### src/rtl/composer_transport_ctrl.sv
// composer_transport_ctrl
//   Transport sequencer for the composer note store, an external single-port
//   RAM of 2**ADDR_W notes. It decodes record/play/stop/erase pulses, derives
//   the note tick from the system clock, drives the RAM address/data/strobe,
//   tracks the recorded length and plays notes back to the tone generator.
//   The end of a sequence is set by the length register, never by a note value.
//
// Ports
//   clk_5MHz   system clock, rising edge
//   reset      asynchronous, active-high
//   cmd_*      1-cycle command pulses (record, play, stop, erase)
//   loop_en    level; playback wraps to note 0 at the end when high
//   key_in     key code written on record ticks
//   mem_addr   RAM address, combinational from state and pointers
//   mem_wdata  RAM write data
//   mem_we     RAM write strobe, single-cycle pulses
//   mem_rdata  RAM read data, valid one cycle after the address
//   note_out   registered playback note, held until the next update
//   note_valid 1-cycle pulse when note_out updates
//   length     number of stored notes, 0..DEPTH
//   full       length == DEPTH
//   state_out  0 IDLE, 1 RECORD, 2 PLAY, 3 ERASE
module composer_transport_ctrl #(
  parameter int ADDR_W   = 7,
  parameter int DATA_W   = 8,
  parameter int TICK_DIV = 312500
) (
  input  logic              clk_5MHz,
  input  logic              reset,
  input  logic              cmd_record,
  input  logic              cmd_play,
  input  logic              cmd_stop,
  input  logic              cmd_erase,
  input  logic              loop_en,
  input  logic [DATA_W-1:0] key_in,
  output logic [ADDR_W-1:0] mem_addr,
  output logic [DATA_W-1:0] mem_wdata,
  output logic              mem_we,
  input  logic [DATA_W-1:0] mem_rdata,
  output logic [DATA_W-1:0] note_out,
  output logic              note_valid,
  output logic [ADDR_W:0]   length,
  output logic              full,
  output logic [1:0]        state_out
);

  localparam int CNT_W = (TICK_DIV > 1) ? $clog2(TICK_DIV) : 1;
  localparam logic [CNT_W-1:0] TICK_LAST = CNT_W'(TICK_DIV - 1);
  localparam logic [CNT_W-1:0] CNT_ONE   = CNT_W'(1);
  localparam logic [ADDR_W:0]  DEPTH_L   = (ADDR_W + 1)'(2 ** ADDR_W);
  localparam logic [ADDR_W:0]  LEN_ONE   = (ADDR_W + 1)'(1);

  typedef enum logic [1:0] {
    S_IDLE   = 2'd0,
    S_RECORD = 2'd1,
    S_PLAY   = 2'd2,
    S_ERASE  = 2'd3
  } state_t;

  state_t             state_q, state_d;
  logic [ADDR_W:0]    length_q, length_d;
  // play_ptr needs the extra bit: without looping it reaches length (up to DEPTH)
  logic [ADDR_W:0]    play_ptr_q, play_ptr_d;
  logic [CNT_W-1:0]   cnt_q, cnt_d;
  logic               rd_pend_q, rd_pend_d;
  logic [DATA_W-1:0]  note_out_q, note_out_d;
  logic               note_valid_q, note_valid_d;

  logic               tick;
  logic               full_w;
  logic [ADDR_W:0]    last_idx;

  assign tick     = (cnt_q == TICK_LAST);
  assign full_w   = (length_q == DEPTH_L);
  assign last_idx = length_q - LEN_ONE;

  always_ff @(posedge clk_5MHz or posedge reset) begin
    if (reset) begin
      state_q      <= S_IDLE;
      length_q     <= '0;
      play_ptr_q   <= '0;
      cnt_q        <= '0;
      rd_pend_q    <= 1'b0;
      note_out_q   <= '0;
      note_valid_q <= 1'b0;
    end else begin
      state_q      <= state_d;
      length_q     <= length_d;
      play_ptr_q   <= play_ptr_d;
      cnt_q        <= cnt_d;
      rd_pend_q    <= rd_pend_d;
      note_out_q   <= note_out_d;
      note_valid_q <= note_valid_d;
    end
  end

  always_comb begin
    state_d      = state_q;
    length_d     = length_q;
    play_ptr_d   = play_ptr_q;
    cnt_d        = tick ? '0 : cnt_q + CNT_ONE;
    rd_pend_d    = 1'b0;
    note_out_d   = note_out_q;
    note_valid_d = 1'b0;
    mem_we       = 1'b0;
    mem_wdata    = '0;
    mem_addr     = length_q[ADDR_W-1:0];

    // A read issued on the previous tick returns now; a stop below discards it.
    if (state_q == S_PLAY && rd_pend_q) begin
      note_out_d   = mem_rdata;
      note_valid_d = 1'b1;
    end

    case (state_q)
      S_IDLE: begin
        // Stop masks the lower-priority pulses even though it is a no-op here.
        if (cmd_stop) begin
          state_d = S_IDLE;
        end else if (cmd_record) begin
          if (!full_w) begin
            state_d = S_RECORD;
            cnt_d   = '0;
          end
        end else if (cmd_play) begin
          if (length_q != '0) begin
            state_d    = S_PLAY;
            play_ptr_d = '0;
            cnt_d      = '0;
          end
        end else if (cmd_erase) begin
          state_d = S_ERASE;
        end
      end

      S_RECORD: begin
        if (cmd_stop) begin
          state_d = S_IDLE;
        end else if (tick) begin
          mem_we    = 1'b1;
          mem_wdata = key_in;
          length_d  = length_q + LEN_ONE;
          if (length_q == DEPTH_L - LEN_ONE) begin
            state_d = S_IDLE;
          end
        end
      end

      S_ERASE: begin
        mem_addr = last_idx[ADDR_W-1:0];
        if (length_q != '0) begin
          mem_we   = 1'b1;
          length_d = last_idx;
        end
        state_d = S_IDLE;
      end

      S_PLAY: begin
        mem_addr = play_ptr_q[ADDR_W-1:0];
        if (cmd_stop) begin
          state_d      = S_IDLE;
          note_out_d   = '0;
          note_valid_d = 1'b0;
        end else if (tick) begin
          if (play_ptr_q < length_q) begin
            rd_pend_d  = 1'b1;
            play_ptr_d = (loop_en && play_ptr_q == last_idx) ? '0 : play_ptr_q + LEN_ONE;
          end else begin
            state_d    = S_IDLE;
            note_out_d = '0;
          end
        end
      end

      default: state_d = S_IDLE;
    endcase
  end

  assign note_out   = note_out_q;
  assign note_valid = note_valid_q;
  assign length     = length_q;
  assign full       = full_w;
  assign state_out  = state_q;

endmodule

### config.mk
export PLATFORM = sky130hd
export DESIGN_NAME = composer_transport_ctrl
export DESIGN_NICKNAME = d
export VERILOG_FILES = /design/src/rtl/composer_transport_ctrl.sv
export SDC_FILE = /design/constraint.sdc
export NUM_CORES = 1
export LEC_CHECK = 0
export ABC_AREA = 1
export BUFFER_PORTS_ARGS = -buffer_cell sky130_fd_sc_hd__buf_2
export CORE_MARGIN = 4
export CORE_UTILIZATION = 40
export CTS_CLUSTER_SIZE = 40
export DETAILED_ROUTE_END_ITERATION = 6
export PLACE_DENSITY = 0.6
export SYNTH_ARGS = -nofsm -noshare
export SYNTH_HDL_FRONTEND = slang
export SYNTH_SLANG_ARGS = --single-unit
### constraint.sdc
create_clock -name clk_5MHz -period 2 [get_ports clk_5MHz]
set_input_delay 0.4 -clock clk_5MHz [delete_from_list [all_inputs] [get_ports clk_5MHz]]
set_output_delay 0.4 -clock clk_5MHz [all_outputs]
set_load 0.1 [all_outputs]
# After elaboration in Yosys (flattened, before gate mapping)
# Index checks and enable logic that the tools add are counted.
# op_classes
n_addsub,4
order_cmp,1
n_eq_ne,24
mux,53
n_reduce_logical,9
# ops
cell,n
two-way mux 8 bit,19
two-way mux 19 bit,7
one-hot mux 8 bit (2 select lines),2
two-way mux 2 bit,12
"adder 19 x 1 -> 19 bit, second input constant",1
"== test 19 bit, second input constant",1
"inequality test 2 bit, second input constant",9
"adder 8 x 1 -> 8 bit, second input constant",2
one-hot mux 7 bit (2 select lines),1
"inequality test 3 bit, second input constant",4
two-way mux 1 bit,10
"inequality test 5 bit, second input constant",2
"== test 8 x 7 -> 1 bit, second input constant",1
== test 8 bit,1
"== test 8 bit, second input constant",1
< comparator 8 bit,1
one-hot mux 2 bit (4 select lines),1
AND reduction 8 bit,1
nonzero test 8 bit,1
"subtractor 8 x 1 -> 8 bit, second input constant",1
AND reduction 7 bit,1
"== test 2 bit, second input constant",2
"inequality test 4 bit, second input constant",1
AND reduction 4 bit,1
6 further kinds,8
# totals
reg_bits,47
input_bits,23
output_inout_bits,36
elab_cells,98

# Depth between registers and ports, before layout
# Gate-level depths: netlist of the first run.
# depth
depth_word,8
mapped_depth,14
mapped_depth_nobuf,13

# Worst setup path after synthesis of the first run
# No wires, ideal clock.
# synth_path
path_kind,flip-flop to output port
startpoint,"register length_q[0], in the netlist length[0]"
endpoint,output mem_addr[1]
arrival_ns,3.294
required_time_ns,1.600
slack_ns,-1.694
stages_incl_launch_ff,4
n_path_buf,0
cell_sequence,dfrtp_1 inv_1 ha_1 o221ai_1
# synth_between
elab_chain_len,2
# synth_lines
element,line_no,rtl
from (decl),61,"logic [ADDR_W:0] length_q, length_d;"
from (signal assigned),88,length_q <= length_d;
subtractor 8 x 1 -> 8 bit,75,assign last_idx = length_q - LEN_ONE;
one-hot mux 7 bit (2 select lines),115,case (state_q)
to (decl),36,"output logic [ADDR_W-1:0] mem_addr,"
# No other way between the ends.

# Final worst setup path of the first run
# layout_path
startpoint,"register length_q[1], in the netlist length[1]"
endpoint,output mem_we
# layout_between
elab_chain_len,3
# layout_lines
element,line_no,rtl
nonzero test 8 bit,151,if (length_q != '0) begin
two-way mux 1 bit,151,
one-hot mux 1 bit (2 select lines),115,
to (decl),38,"output logic mem_we,"
# No other way between the ends.

==> flow_metrics.py, run 1 <==
metrics = {
    "placement": {
        "placed_cells": 616,
        "place_congestion": 0.964,
        "dp_slack_ns": 0.0267,
        "place_area_um2": 4310,
        "portBuffers": 58,
        "detailedPlacementHpwl_um": 7060,
    },
    "timing": {
        "setup_ws_ns": -0.237,
        "rsz0062_at_grt": "true",
        "clock_skew_ns": 0.00510,
        "report.final.slew_viol_count": 0,
        "fmax_mhz": 447,
        "finalSetupTns_ns": -3.36,
        "max_slew_margin": 0.667,
        "timing.final.hold_violations": 0,
        "report.final.setup_viol": 33,
        "worst_slew_pin_slew_ns": 0.502,
        "final_min_period_over_clock_period": 1.12,
        "final_critical_path_time_including_i_o_delays_and_setup_ns": 2.24,
    },
    "final_layout": {
        "postLayoutCellArea_um2": 5240,
        "antenna-diode-count": 0,
        "layout.area.seq_um2": 1210,
        "fill_cells": 618,
        "multi_input_area_um2": 2300,
        "final_cell_count_no_fill": 686,
        "area_growth_syn_to_layout_pct": 62.5,
        "drive_above_1_share": 0.481,
        "num-nets-final": 619,
    },
    "run": {
        "drv_cap": 0,
    },
    "grt": {
        "grt_first_pass_wirelength_um": 16500,
        "grt_max_degree": 30,
        "gr-total-overflow": 0,
        "globalRouteTotalUtil": 0.209,
        "first_global_vias": 3438,
        "initial_antenna_violation_count": 0,
    },
    "worst_setup_path": {
        "path_class": "reg2out",
        "critical_path.cell_chain": "clkinv_4 -> buf_6 -> ha_4 -> and3_4 -> nand2_4 -> inv_2 -> o21ai_4 -> buf_12",
        "cpLargestDelayFamily": "flip-flops",
        "critPathRequiredTime_ns": 1.60,
        "critical-path-max-stage-delay_ns": 0.46,
        "setup.worst_path.start_class": "register",
        "worst-endpoint-arrival_ns": 1.84,
        "total_buffers_and_inverters_traversed_by_the_critical_path": 4,
        "worst_setup_path_end_kind": "output pin",
        "critical_path_peak_fanout": 4,
        "cell_type_of_the_slowest_stage_on_the_worst_timing_path": "sky130_fd_sc_hd__dfrtp_4",
        "r2r_setup_slack_ns": -0.09,
    },
    "synth": {
        "synth-xor-area-share": 0.0543,
        "synthMostInstantiatedCell": "sky130_fd_sc_hd__nand2_1",
        "yosys_register_bits": 47,
        "synth_top_family_by_area": "simple AND/OR/NAND/NOR gates",
        "yosys_warnings": 0,
        "synth_async_sr_flop_share": 1.00,
        "post_synth_inst_count": 442,
        "postSynth.topFlopCell": "sky130_fd_sc_hd__dfrtp_1",
        "synth_area_leader_cell": "sky130_fd_sc_hd__dfrtp_1",
        "synth.avg_cell_area_um2": 7.30,
        "synth-compound-area-share": 0.109,
        "synth.cell_area_um2": 3230,
        "netlist_top_cells_area": "sky130_fd_sc_hd__dfrtp_1, sky130_fd_sc_hd__nand2_1, sky130_fd_sc_hd__nor2_1, sky130_fd_sc_hd__nand3_1, sky130_fd_sc_hd__inv_1",
        "proportion_of_synthesized_chip_area_in_sequential_cells": 0.365,
        "syn_nets": 478,
        "synth-edff-count": 0,
        "synth_top_cells_by_count": "sky130_fd_sc_hd__nand2_1, sky130_fd_sc_hd__nor2_1, sky130_fd_sc_hd__inv_1",
        "synth_adder_area_share": 0.0504,
        "yosys.cell_types.count": 37,
        "yosys-mux-area-fraction": 0,
        "synth_largest_type_area_fraction": 0.365,
        "synth_simple_gate_area_frac": 0.333,
    },
    "clocking": {
        "tritoncts": "built",
        "clk_pin_slew_worst_paths_ns": 0.09,
        "cts_sinks": 47,
        "htree_levels": 2,
        "max-clock-path-buffers": 2,
        "worstSkewPairLatency_ns": 0.31,
        "tritoncts.num_buffers": 5,
        "ctsRootBufferMaster": "sky130_fd_sc_hd__clkbuf_8",
        "cts_hold_buf": 0,
    },
    "power_and_ir_drop": {
        "post-layout-total-power_uw": 7050,
        "worst_ir_drop_vdd_mv": 0.799,
        "static-leakage-power_uw": 0.00236,
        "power_per_cell_area_nw_per_um2": 1340,
    },
    "drt": {
        "vias": 3689,
        "viasPerCell": 5.38,
        "drt-wirelength-per-cell_um": 16.6,
        "route.detailed.drc": 0,
        "wl_um": 11400,
        "route.antenna.remaining_nets": 0,
        "detail_route.first_pass.iterations": 5,
        "drtIter0Drc": 263,
    },
    "worst_hold_path": {
        "holdCritPathClass": "in2async",
    },
    "floorplanning": {
        "overall_die_height_um": 97.8,
        "top_level_ports": 59,
        "start_util": 0.415,
        "std_cell_rows": 32,
        "die_width_um": 97.8,
        "core_region_area_um2": 7770,
        "dieArea_um2": 9560,
    },
    "outcome": {
        "violations": "negative setup slack",
        "run_status": "finished, violations left",
    },
}
per-layer routing:
layer	track usage	routed length [µm]
met1	0.274	4650
met2	0.348	5410
met3	0.0443	778
met4	0.0650	541
met5	0	0
worst paths after layout:
path | depth (start not counted) | startpoint | to
hold / removal | 2 | reset | note_out[2]
setup reg to reg | 12 | length[2] | play_ptr_q[7]
min in group clk_5MHz | 2 | cmd_stop | note_valid
max in group asynchronous | 3 | reset | length[6]
setup / recovery | 8 | length[1] | mem_we
hold reg to reg | 2 | cnt_q[0] | cnt_q[0]
area by class of cell:
type                    instances  share of cell area
well taps                     102              0.0244
clock inverters                 2              0.0115
multi-input cells             331               0.438
clock buffers                   6              0.0138
flip-flops and latches         47               0.232
repair buffers                140               0.234
inverters                      58              0.0463
sequential cells by signal, indices dropped and copies added, names as in the netlist:
| register | flops |
|---|---|
| length | 8 |
| note_valid | 1 |
| play_ptr_q | 8 |
| state_out | 2 |
| note_out | 8 |
| cnt_q | 19 |
| rd_pend_q | 1 |
power breakdown:
group	internal [µW]	switching, µW
registers	1160	232
logic	1730	3090
clock network	500	341
cells in the final DEF (no fill, tap or decap), types with 6 or more instances in the layout:
cell,Yosys,final
sky130_fd_sc_hd__nor2_1,61,46
sky130_fd_sc_hd__nand3_1,41,29
sky130_fd_sc_hd__nand3_2,4,13
sky130_fd_sc_hd__o21ai_0,16,10
sky130_fd_sc_hd__nor3_1,11,10
sky130_fd_sc_hd__nand4_1,7,7
sky130_fd_sc_hd__nor2_4,2,12
sky130_fd_sc_hd__nand2_2,4,24
sky130_fd_sc_hd__a21oi_2,2,13
sky130_fd_sc_hd__o21ai_1,1,6
sky130_fd_sc_hd__buf_12,1,19
sky130_fd_sc_hd__inv_1,53,38
sky130_fd_sc_hd__o221ai_4,0,7
sky130_fd_sc_hd__xor2_1,17,16
sky130_fd_sc_hd__nand2_1,90,67
sky130_fd_sc_hd__buf_6,0,11
sky130_fd_sc_hd__a21oi_1,24,13
sky130_fd_sc_hd__nor2_2,7,12
sky130_fd_sc_hd__ha_1,13,9
sky130_fd_sc_hd__dfrtp_1,47,37
sky130_fd_sc_hd__buf_2,3,41
sky130_fd_sc_hd__buf_4,1,69
sky130_fd_sc_hd__inv_2,4,13
sky130_fd_sc_hd__dfrtp_4,0,10
timing repair:
item,4_1_cts,5_1_grt
buffers inserted,35,26
gates resized for setup,26,66
cloned,1,2
pin swaps,20,33
endpoints found under the setup margin,16,44
stage by stage:
| step | utilization | hold WS (ns) |
|---|---|---|
| floorplan | - | 0.430 |
| global placement | 0.555 | 0.427 |
| detailed placement | 0.555 | 0.437 |
| CTS | 0.621 | 0.101 |
| global route | 0.675 | 0.113 |
| finish | 0.675 | 0.0878 |
kinds of logic (layout without fill, tap and decap cells):
group / Yosys count / in the layout
AO/OA/AOI/OAI: 59 / 59
XOR/XNOR: 20 / 20
adder cells (fa/ha/maj): 13 / 13
AND/OR/NAND/NOR: 236 / 239
buffers and inverters: 67 / 206
flip-flops: 47 / 47
Note: power is estimated with default switching activity, not from simulation.
==> run 2, diff against run 1 <==
--- a/config.mk
+++ b/config.mk
@@ -7,11 +7,13 @@
 export LEC_CHECK = 0
 export ABC_AREA = 1
 export BUFFER_PORTS_ARGS = -buffer_cell sky130_fd_sc_hd__buf_2
+export CELL_PAD_IN_SITES_DETAIL_PLACEMENT = 0
+export CELL_PAD_IN_SITES_GLOBAL_PLACEMENT = 1
 export CORE_MARGIN = 4
-export CORE_UTILIZATION = 40
+export CORE_UTILIZATION = 36
 export CTS_CLUSTER_SIZE = 40
 export DETAILED_ROUTE_END_ITERATION = 6
-export PLACE_DENSITY = 0.6
+export PLACE_DENSITY = 0.73
 export SYNTH_ARGS = -nofsm -noshare
 export SYNTH_HDL_FRONTEND = slang
 export SYNTH_SLANG_ARGS = --single-unit
==> run 2 against run 1 <==
  * The flow still finishes with violations (negative setup slack)
  * Cell count shrank 0.87%
  * Utilization shrank 8.7 points
  * Register-to-register slack gained 0.03 ns
  * Final area shrank 2.2%
  * Critical path type unchanged
  * Sequential power is essentially flat
==> flow_metrics.py, run 2 (synthesized netlist as in run 1, its figures left out) <==
metrics = {
    "grt": {
        "initial_antenna_violation_count": 0,
        "first_global_vias": 3388,
        "grt_first_pass_wirelength_um": 16100,
        "globalRouteTotalUtil": 0.193,
        "grt_max_degree": 32,
        "gr-total-overflow": 0,
    },
    "timing": {
        "report.final.setup_viol": 23,
        "setup_ws_ns": -0.212,
        "clock_skew_ns": 0.0112,
        "final_min_period_over_clock_period": 1.11,
        "report.final.slew_viol_count": 0,
        "fmax_mhz": 452,
        "worst_slew_pin_slew_ns": 0.695,
        "final_critical_path_time_including_i_o_delays_and_setup_ns": 2.21,
        "max_slew_margin": 0.536,
        "rsz0062_at_grt": "true",
        "timing.final.hold_violations": 0,
    },
    "worst_setup_path": {
        "critical_path_peak_fanout": 4,
        "worst_setup_path_end_kind": "output pin",
        "reg2regPathDepth": 14,
        "worst-endpoint-arrival_ns": 1.81,
        "setup.worst_path.start_class": "register",
        "critPathRequiredTime_ns": 1.60,
        "path_class": "reg2out",
    },
    "drt": {
        "drtIter0Drc": 175,
        "route.antenna.remaining_nets": 0,
        "viasPerCell": 5.09,
        "drt-wirelength-per-cell_um": 15.1,
        "vias": 3458,
        "route.detailed.drc": 0,
        "detail_route.first_pass.iterations": 4,
        "wl_um": 10300,
    },
    "power_and_ir_drop": {
        "power_per_cell_area_nw_per_um2": 1290,
        "worst_ir_drop_vdd_mv": 1.01,
        "post-layout-total-power_uw": 6590,
        "static-leakage-power_uw": 0.00227,
    },
    "final_layout": {
        "fill_cells": 762,
        "postLayoutCellArea_um2": 5120,
        "number_of_flip_flops_under_the_largest_register_name": 19,
        "drive_above_1_share": 0.469,
        "area_growth_syn_to_layout_pct": 58.8,
        "post-route-util": 0.587,
        "final_cell_count_no_fill": 680,
        "layout.cells.most_common_list": "sky130_fd_sc_hd__nand2_1, sky130_fd_sc_hd__buf_4, sky130_fd_sc_hd__nor2_1",
        "final_common_cell": "sky130_fd_sc_hd__nand2_1",
        "registers.top_by_ff_count": "cnt_q",
        "num-nets-final": 607,
        "antenna-diode-count": 0,
    },
    "clocking": {
        "cts_sinks": 47,
        "tritoncts.num_buffers": 5,
        "ctsRootBufferMaster": "sky130_fd_sc_hd__clkbuf_8",
        "clk_pin_slew_worst_paths_ns": 0.10,
        "worstSkewPairLatency_ns": 0.31,
        "max-clock-path-buffers": 2,
        "tritoncts": "built",
        "htree_levels": 2,
    },
    "placement": {
        "detailedPlacementHpwl_um": 7140,
        "placed_cells": 629,
        "place_congestion": 0.880,
        "portBuffers": 58,
        "dp_slack_ns": 0.0163,
        "place_area_um2": 4360,
    },
    "floorplanning": {
        "start_util": 0.370,
        "top_level_ports": 59,
        "std_cell_rows": 34,
        "overall_die_height_um": 103,
        "dieArea_um2": 10500,
        "die_width_um": 103,
        "core_region_area_um2": 8720,
    },
    "outcome": {
        "run_status": "finished, violations left",
        "violations": "negative setup slack",
    },
    "run": {
        "drv_cap": 0,
    },
    "worst_hold_path": {
        "holdCritPathClass": "in2async",
    },
}
==> run 2: critical path: stages (launching register included) <==
cell,delay (ns)
sky130_fd_sc_hd__dfrtp_1,0.37
sky130_fd_sc_hd__ha_1,0.18
sky130_fd_sc_hd__nand4_1,0.18
sky130_fd_sc_hd__nor2_4,0.29
sky130_fd_sc_hd__nand2_4,0.14
sky130_fd_sc_hd__nor2_4,0.16
sky130_fd_sc_hd__buf_12,0.18
==> run 2: through the flow <==
step                hold slack (ns)  TNS (ns)
floorplan                     0.430    -10.81
global placement              0.449         0
detailed placement            0.458         0
CTS                           0.232     -3.17
global route                  0.258     -5.33
finish                        0.175     -2.68
==> run 2: where the power goes <==
| part | total (µW) | switching, µW | internal, µW |
|---|---|---|---|
| sequential | 1410 | 254 | 1160 |
| combinational | 4560 | 2930 | 1630 |
| clock | 623 | 343 | 280 |
==> run 2: area by class of cell <==
type | instances | area (µm²) | share of cell area
clock buffer | 7 | 86.3 | 0.0169
inverter | 58 | 250 | 0.0489
tap | 108 | 135 | 0.0264
multi-input combinational | 330 | 2290 | 0.448
timing repair buffer | 129 | 1140 | 0.222
clock inverter | 1 | 5.00 | 0.000977
sequential | 47 | 1210 | 0.237
==> run 2: repair_timing <==
action	in CTS	in global routing
buffers inserted	30	14
endpoints found under the setup margin	17	47
gates cloned	1	1
hold buffers	0	0
gates resized for setup	40	62
pin swaps	17	36
==> run 2: metal layers <==
metal,wire length (µm),global-route usage,part of all wire,up-vias
met5,0,0,0,-
met4,197,0.0565,0.019,0
met3,399,0.0325,0.039,15
met2,5340,0.341,0.52,80
met1,4360,0.241,0.42,1655
li1,-,-,-,1708
==> run 2: worst paths after layout <==
kind                            slack [ns]             to         from
worst max-delay path                 -0.21   mem_wdata[7]     cnt_q[0]
worst min-delay path                  0.18      length[3]        reset
worst max register to register       -0.06  play_ptr_q[0]    length[1]
worst min register to register        0.54    note_out[0]  note_out[0]
max in group asynchronous             1.22      cnt_q[15]        reset
min in group clk_5MHz                 0.34     note_valid     cmd_stop
